`src/rtl/ff_pkg.sv`:
```
// ff_pkg: shared Q16.16 and accumulator types, sequencer state encoding,
// and the fixed-point multiply / saturate helpers.
package ff_pkg;
    localparam int Q_W    = 32;
    localparam int A_W    = 64;
    localparam int Q_FRAC = 16;
    typedef logic signed [Q_W-1:0] q16_t;
    typedef logic signed [A_W-1:0] acc_t;
    typedef logic [1:0] state_t;
    localparam state_t S_IDLE  = 2'd0;
    localparam state_t S_RUN   = 2'd1;
    localparam state_t S_DRAIN = 2'd2;
    localparam state_t S_OUT   = 2'd3;
    localparam acc_t SAT_HI = acc_t'(q16_t'(32'h7FFF_FFFF));
    localparam acc_t SAT_LO = acc_t'(q16_t'(32'h8000_0000));

    // Full-width signed product, floor-shifted back to the fixed-point scale.
    function automatic acc_t fxp_mul(input q16_t a, input q16_t b, input int frac);
        return (acc_t'(a) * acc_t'(b)) >>> frac;
    endfunction

    function automatic q16_t saturate(input acc_t a);
        acc_t c;
        c = a > SAT_HI ? SAT_HI : a < SAT_LO ? SAT_LO : a;
        return q16_t'(c[Q_W-1:0]);
    endfunction
endpackage

```
`src/rtl/fxp_mac_pipe.sv`:
```
// fxp_mac_pipe: operand capture, registered Q16.16 product, and 64-bit
// accumulate; clr empties the pipe and zeroes the accumulator.
module fxp_mac_pipe
    import ff_pkg::*;
#(
    parameter int FRAC = Q_FRAC
) (
    input  logic           clk,
    input  logic           rst,
    input  logic           clr,
    input  logic           in_valid,
    input  logic [Q_W-1:0] w,
    input  logic [Q_W-1:0] x,
    output logic [A_W-1:0] acc
);
    q16_t w_q;
    q16_t x_q;
    acc_t prod;
    logic v1;
    logic v2;
    always_ff @(posedge clk) begin
        if (rst || clr) begin
            v1   <= 1'b0;
            v2   <= 1'b0;
            w_q  <= '0;
            x_q  <= '0;
            prod <= '0;
            acc  <= '0;
        end else begin
            v1 <= in_valid;
            v2 <= v1;
            if (in_valid) begin
                w_q <= q16_t'(w);
                x_q <= q16_t'(x);
            end
            if (v1) prod <= fxp_mul(w_q, x_q, FRAC);
            if (v2) acc <= acc + prod;
        end
    end
endmodule

```
`src/rtl/layer_mac_sequencer.sv`:
```
// layer_mac_sequencer: streams one saturated Q16.16 dot product per neuron.
// Define LAYER_MAC_RELU_EN to clamp negative results to zero.
module layer_mac_sequencer
    import ff_pkg::*;
#(
    parameter int NUM_NEURONS = 256,
    parameter int INPUT_SIZE  = 784,
    parameter int DATA_WIDTH  = 32,
    parameter int ACC_WIDTH   = 64,
    parameter int FRAC_BITS   = 16
) (
    input  logic                                   clk,
    input  logic                                   rst,
    input  logic                                   start,
    output logic                                   busy,
    output logic                                   done,
    output logic                                   w_en,
    output logic [$clog2(NUM_NEURONS*INPUT_SIZE)-1:0] w_addr,
    input  logic [DATA_WIDTH-1:0]                  w_rdata,
    output logic                                   x_en,
    output logic [$clog2(INPUT_SIZE)-1:0]          x_addr,
    input  logic [DATA_WIDTH-1:0]                  x_rdata,
    output logic                                   out_valid,
    input  logic                                   out_ready,
    output logic [DATA_WIDTH-1:0]                  out_data,
    output logic [$clog2(NUM_NEURONS)-1:0]         out_neuron
);
    localparam int AW = $clog2(NUM_NEURONS*INPUT_SIZE);
    localparam int XW = $clog2(INPUT_SIZE);
    localparam int NW = $clog2(NUM_NEURONS);

    state_t               state;
    logic [AW-1:0]        base;
    logic [XW-1:0]        idx;
    logic [NW-1:0]        neuron;
    logic [1:0]           dcnt;
    logic                 issue_d;
    logic                 fire;
    logic                 last_i;
    logic                 last_n;
    logic                 clr;
    logic [ACC_WIDTH-1:0] acc;
    q16_t                 sat;

    always_comb begin
        busy       = state != S_IDLE;
        w_en       = state == S_RUN;
        x_en       = state == S_RUN;
        w_addr     = state == S_RUN ? base + AW'(idx) : '0;
        x_addr     = state == S_RUN ? idx : '0;
        out_valid  = state == S_OUT;
        fire       = out_valid && out_ready;
        last_i     = idx == XW'(INPUT_SIZE - 1);
        last_n     = neuron == NW'(NUM_NEURONS - 1);
        clr        = (state == S_IDLE && start) || fire;
        sat        = saturate(acc_t'(acc));
`ifdef LAYER_MAC_RELU_EN
        out_data   = out_valid && !sat[Q_W-1] ? sat : '0;
`else
        out_data   = out_valid ? sat : '0;
`endif
        out_neuron = neuron;
    end

    // issue_d marks the cycle the memories present data for a RUN issue.
    always_ff @(posedge clk) begin
        if (rst) begin
            state   <= S_IDLE;
            base    <= '0;
            idx     <= '0;
            neuron  <= '0;
            dcnt    <= '0;
            issue_d <= 1'b0;
            done    <= 1'b0;
        end else begin
            issue_d <= state == S_RUN;
            done    <= fire && last_n;
            case (state)
                S_IDLE: if (start) begin
                    state  <= S_RUN;
                    base   <= '0;
                    idx    <= '0;
                    neuron <= '0;
                end
                S_RUN: begin
                    idx  <= last_i ? '0 : idx + 1'b1;
                    dcnt <= '0;
                    if (last_i) state <= S_DRAIN;
                end
                S_DRAIN: begin
                    dcnt <= dcnt + 1'b1;
                    if (dcnt == 2'd2) state <= S_OUT;
                end
                default: if (fire) begin
                    state  <= last_n ? S_IDLE : S_RUN;
                    neuron <= last_n ? neuron : neuron + 1'b1;
                    base   <= base + AW'(INPUT_SIZE);
                end
            endcase
        end
    end

    fxp_mac_pipe #(.FRAC(FRAC_BITS)) u_pipe (
        .clk     (clk),
        .rst     (rst),
        .clr     (clr),
        .in_valid(issue_d),
        .w       (w_rdata),
        .x       (x_rdata),
        .acc     (acc)
    );
endmodule

```
`config.mk`:
```
export PLATFORM = sky130hd
export DESIGN_NAME = layer_mac_sequencer
export DESIGN_NICKNAME = d
export VERILOG_FILES = /design/src/rtl/ff_pkg.sv /design/src/rtl/fxp_mac_pipe.sv /design/src/rtl/layer_mac_sequencer.sv
export SDC_FILE = /design/constraint.sdc
export NUM_CORES = 2
export LEC_CHECK = 0
export CORE_UTILIZATION = 55
export DETAILED_ROUTE_END_ITERATION = 16
export GPL_TIMING_DRIVEN = 0
export PLACE_DENSITY = 0.78
export SLEW_MARGIN = 20
export SYNTH_ARGS = -nofsm -noshare
export SYNTH_HDL_FRONTEND = slang
export SYNTH_HIERARCHICAL = 1
export SYNTH_SLANG_ARGS = --single-unit
```
`constraint.sdc`:
```
create_clock -name clk -period 22.2 [get_ports clk]
set_input_delay 4.44 -clock clk [delete_from_list [all_inputs] [get_ports clk]]
set_output_delay 4.44 -clock clk [all_outputs]
set_load 0.01 [all_outputs]
```
# Yosys cells after proc, flatten, opt, wreduce, memory -nomap -nowiden
# Cells that the tools add are included.
# word_totals
register_bits	220
elab_cells	71
# classes
n_addsub	6
mux	22
reduce_logical	16
n_lt_le_gt_ge	2
n_eq_ne	10
n_mul	1
n_bitwise	1
# op_table
operator	count
$mux W32	3
$add A64 B64 Y64	1
$gt A64 B32 Y1 const B	1
$lt A64 B32 Y1 const B	1
$mul A32 B32 Y64	1
$mux W18	3
$pmux W18 S2	1
$mux W10	3
$mux W8	3
$pmux W10 S2	1
$add A18 B10 Y18	1
$add A18 B10 Y18 const B	1
$pmux W8 S2	1
$add A10 B1 Y10 const B	1
$eq A10 B10 Y1 const B	1
$add A8 B1 Y8 const B	1
$eq A8 B8 Y1 const B	1
$mux W2	4
$reduce_and A4 Y1	2
$reduce_bool A2 Y1	4
$eq A2 B2 Y1 const B	3
$pmux W2 S3	1
$ne A2 B1 Y1 const B	2
$ne A2 B2 Y1 const B	2
other kinds (12)	15

# Logic depth before layout (Yosys ltp)
# logic_depth
ltp_word	4
ltp_mapped	30

# Hierarchy
# The synthesis kept the hierarchy.
# modules_own_cells
mod	cells_each	area_each_um2	n_inst
fxp_mac_pipe	4856	45128.3	1
layer_mac_sequencer	404	3051.7	1

# Worst setup path after synthesis
# No wires, ideal clock.
# synth_timing
kind	register to register
start	register u_pipe.w_q[31]
end	register u_pipe.prod[46]
path_stages_with_launch	29
slack_ns	14.426
path_buffers	1
period_less_slack_ns	7.774
setup_time_ns	0.116
arrival_ns	7.658
cell_sequence	dfxtp_1 > clkbuf_1 > nand2_1 > inv_1 > fa_1 > inv_1 > fa_1 > inv_1 > fa_1 > fa_1 > inv_1 > fa_1 > inv_1 > fa_1 > inv_1 > fa_1 > inv_1 > fa_1 > ha_1 > a21o_1 > a21o_1 > a21oi_1 > o21a_1 > o21ai_0 > a31o_2 > a41o_1 > a21oi_2 > mux2i_1 > a31o_1
# synth_via
elab_chain_cells	1
# synth_lines
item	line	rtl
from (decl)	fxp_mac_pipe.sv:16	q16_t w_q;
from (signal assigned)	fxp_mac_pipe.sv:33	w_q <= q16_t'(w);
$mul A32 B32 Y64	ff_pkg.sv:19	return (acc_t'(a) * acc_t'(b)) >>> frac;
to (signal assigned)	fxp_mac_pipe.sv:36	if (v1) prod <= fxp_mul(w_q, x_q, FRAC);
to (decl)	fxp_mac_pipe.sv:18	acc_t prod;
# Every way passes these cells.
# A chain may end at the register's enable or synchronous reset.

# Worst setup path after layout
# layout_timing
start	register u_pipe.x_q[5]
end	register, netlist name u_pipe/prod[47]
# layout_via
elab_chain_cells	1
# layout_lines
item	line	rtl
from (decl)	fxp_mac_pipe.sv:17	q16_t x_q;
from (signal assigned)	fxp_mac_pipe.sv:34	x_q <= q16_t'(x);
$mul A32 B32 Y64	ff_pkg.sv:19	
# Every way passes these cells.

==> results.yml <==
cts:
  cts_max_level: 1
  cts.sinks: 216
  cts-root-buf: "clkbuf_16"
  cts_setup_buffers: 0
  clock_latency_ps: 630
  clkTransAtPathRegs_ps: 70
  tritoncts: "built"
  cts_hold_buf: 0
  cts.path.max_buffers: 3
  post_cts_resized: 0
  numCtsBuffers: 28
global_routing:
  grt_pass1_wl_mm: 244
  grt_max_degree: 26
  antenna_found_initial: 11
  grt_pass1_vias: 39601
  gr-usage-all-layers: 0.374
  grt_overflow: 0
timing:
  hold_slack_ps: 491
  finalSetupTns_ps: 0
  fin_crit_sh: 0.444
  hold_viol_final: 0
  setup_slack_ps: 12340
  relSlewSlack: 0.137
  max_freq_mhz: 101
  rsz0062_at_grt: "false"
  maxSlewViolCount: 0
  period_needed_ps: 9860
  finClkSkew_ps: 19.4
  setup_viol: 0
  tightest_slew_ps: 1290
logic_synthesis:
  netlist_instances: 5260
  synth_edf_count: 0
  yosys_register_bits: 216
  synthFlopType: "dfxtp_1"
  netlist-cell-type-count: 89
  netlist_area_mm2: 0.0482
  syn_nets: 6668
  ys_warn_count: 6
  seq_area_frac_synth: 0.0897
  postSynthAreaPerCell_um2: 9.16
  synthArstFlopShare: 0
route:
  drc: 0
  vias_per_cell: 5.81
  ant_nets: 0
  via_count: 38442
  detail_route.iter0.violations: 3443
  drt-total-wl_mm: 164
  firstDrtPassIters: 5
  wire_per_inst_um: 24.8
die:
  num_io_pins: 141
  die_w_um: 298
  start_util: 0.555
  coreArea_mm2: 0.0868
  dieArea_mm2: 0.0888
  die_h_um: 298
  rows: 108
placed_design:
  placed_cell_area_mm2: 0.0510
  place_congestion: 1.04
  post-place-ws_ps: 12560
  dp_cells: 6555
  dp_hpwl_mm: 136
  numPortBuffers: 140
worst_setup_path:
  max_stage_delay_ps: 1010
  crit_path_frequent_cell: "fa_1"
  worstPathMaxFanout: 10
  r2r-end: "u_pipe/prod[47]"
  start_kind: "flop"
  crit_path_top_delay_cell: "fa_1"
  regToRegStartpoint: "u_pipe/x_q[5]"
  r2r.worst_path.cells: 28
  crit_type: "flop to flop"
  crit_required_ps: 22700
  crit_arrival_ps: 10360
  cp-end-kind: "flop"
  r2r_setup_slack_ps: 12340
status:
  status: "finished clean"
final_layout:
  area_delta_synth_final_pct: 7.90
  design_area_mm2: 0.0520
  final_cells: 6618
  fin_util: 0.599
  drive_gt1_frac: 0.0182
  nets: 6838
power_and_ir_drop:
  power_density_mw_per_mm2: 28.0
  ir_worst_vdd_uv: 67.6
  p_total_mw: 1.45
  power.leakage_nw: 25.1
min_path:
  hp-start: "u_pipe/prod[39]"
  hp-class: "flop to flop"
  hold_depth: 2
  min_to: "u_pipe/prod[39]"
flow_run:
  cap_violations: 0
-- how the worst max path moves through the flow --
stage | startpoint | to | slack (ps) | cells after the start
6_report | u_pipe/x_q[5] | u_pipe/prod[47] | 12340 | 28
2_1_floorplan | u_pipe/w_q[31] | u_pipe/prod[46] | 14430 | 28
3_5_place_dp | u_pipe/x_q[5] | u_pipe/prod[46] | 12560 | 28
3_3_place_gp | u_pipe/x_q[5] | u_pipe/prod[46] | 12730 | 28
5_1_grt | u_pipe/x_q[5] | u_pipe/prod[47] | 12130 | 28
4_1_cts | u_pipe/x_q[5] | u_pipe/prod[47] | 12520 | 28
-- final cells by class --
cell class | instances | area, um2
plain buffers | 277 | 1100
diodes | 11 | 27.5
clock inverters | 15 | 139
repair buffers | 140 | 1400
inverters | 1013 | 3800
clock buffers | 37 | 785
well taps | 1155 | 1450
flip-flops and latches | 216 | 4320
multi-input cells | 3754 | 39000
fillers | 7532 | 34800
-- cells by family (layout without fill, tap and decap cells) --
kind of cell / after synthesis / in the layout / share of synthesized area
XOR/XNOR: 146 / 146 / 0.0265
AO/OA/AOI/OAI: 474 / 474 / 0.0680
buffers and inverters: 1290 / 1482 / 0.102
multiplexers: 146 / 146 / 0.0304
other: 1 / 12 / 0.0000778
adder cells (fa/ha/maj): 1340 / 1340 / 0.517
flip-flops: 216 / 216 / 0.0897
AND/OR/NAND/NOR: 1647 / 1647 / 0.167
-- routing by layer --
layer  track usage  vias to the layer above  wire [um]
li1              -                    16269          -
met1         0.466                    19444      59700
met2         0.584                     2133      73600
met3        0.0807                      594      16400
met4         0.260                        2      14400
met5             0                        -         13
-- worst max-delay path, delay by kind of cell (launching register included) --
kind,cells,cell delay [ps]
adder cells (fa/ha/maj),9,5030
buffers and inverters,8,2060
AO/OA/AOI/OAI,9,1620
flip-flops,1,560
AND/OR/NAND/NOR,1,270
XOR/XNOR,1,180
-- report_power, final --
part | switching [mW] | total (mW) | internal, mW
logic | 0.379 | 0.541 | 0.162
clock network | 0.212 | 0.475 | 0.262
registers | 0.0345 | 0.438 | 0.404
-- sequential cells by signal, indices dropped and copies added (netlist names) --
signal / count
u_pipe/v2: 1
u_pipe/acc: 64
state: 2
u_pipe/v1: 1
u_pipe/w_q: 32
done: 1
idx: 10
base: 14
dcnt: 2
out_neuron: 8
issue_d: 1
u_pipe/prod: 48
u_pipe/x_q: 32
-- synth_stat cells, types with 16 or more instances --
| cell | number | area, um2 |
|---|---|---|
| fa_1 | 1082 | 21700 |
| inv_1 | 1013 | 3800 |
| nand2_1 | 621 | 2330 |
| and2_1 | 535 | 3350 |
| nor2_1 | 271 | 1020 |
| ha_1 | 258 | 3230 |
| clkbuf_1 | 253 | 950 |
| dfxtp_1 | 216 | 4320 |
| mux2i_1 | 143 | 1430 |
| a21oi_1 | 115 | 576 |
| xnor2_1 | 99 | 867 |
| a21o_1 | 80 | 601 |
| o21ai_0 | 66 | 330 |
| xor2_1 | 47 | 412 |
| nand3_1 | 41 | 205 |
| nand4_1 | 40 | 250 |
| nor3_1 | 34 | 170 |
| a21boi_0 | 32 | 240 |
| and3_1 | 23 | 144 |
| o21a_1 | 23 | 173 |
| a31oi_1 | 22 | 138 |
| o21bai_1 | 21 | 158 |
| nand2b_1 | 16 | 100 |
-- cells in the final DEF (no fill, tap or decap), types with 6 or more instances in the layout --
master and instances:
a211oi_1 12, a221o_1 7, o21ai_0 66, a21oi_1 115
nor2_1 271, nand4_1 40, dfxtp_1 216, xnor2_1 99
o21ai_1 10, and3_1 23, o21a_1 23, o21bai_1 21
clkdlybuf4s50_1 140, clkbuf_1 253, nor2b_1 13, nor4_1 12
nand2_1 621, ha_1 258, clkbuf_2 6, o211ai_1 6
buf_1 10, nor3_1 34, nand3_1 41, a21boi_1 7
a21o_1 80, nand2b_1 16, inv_1 1013, and2_1 535
fa_1 1081, a31oi_1 22, clkinv_2 6, a21boi_0 32
mux2i_1 143, or3_1 13, clkbuf_16 28, diode_2 11
xor2_1 47
No activity file was read; power rests on OpenSTA's default activity.
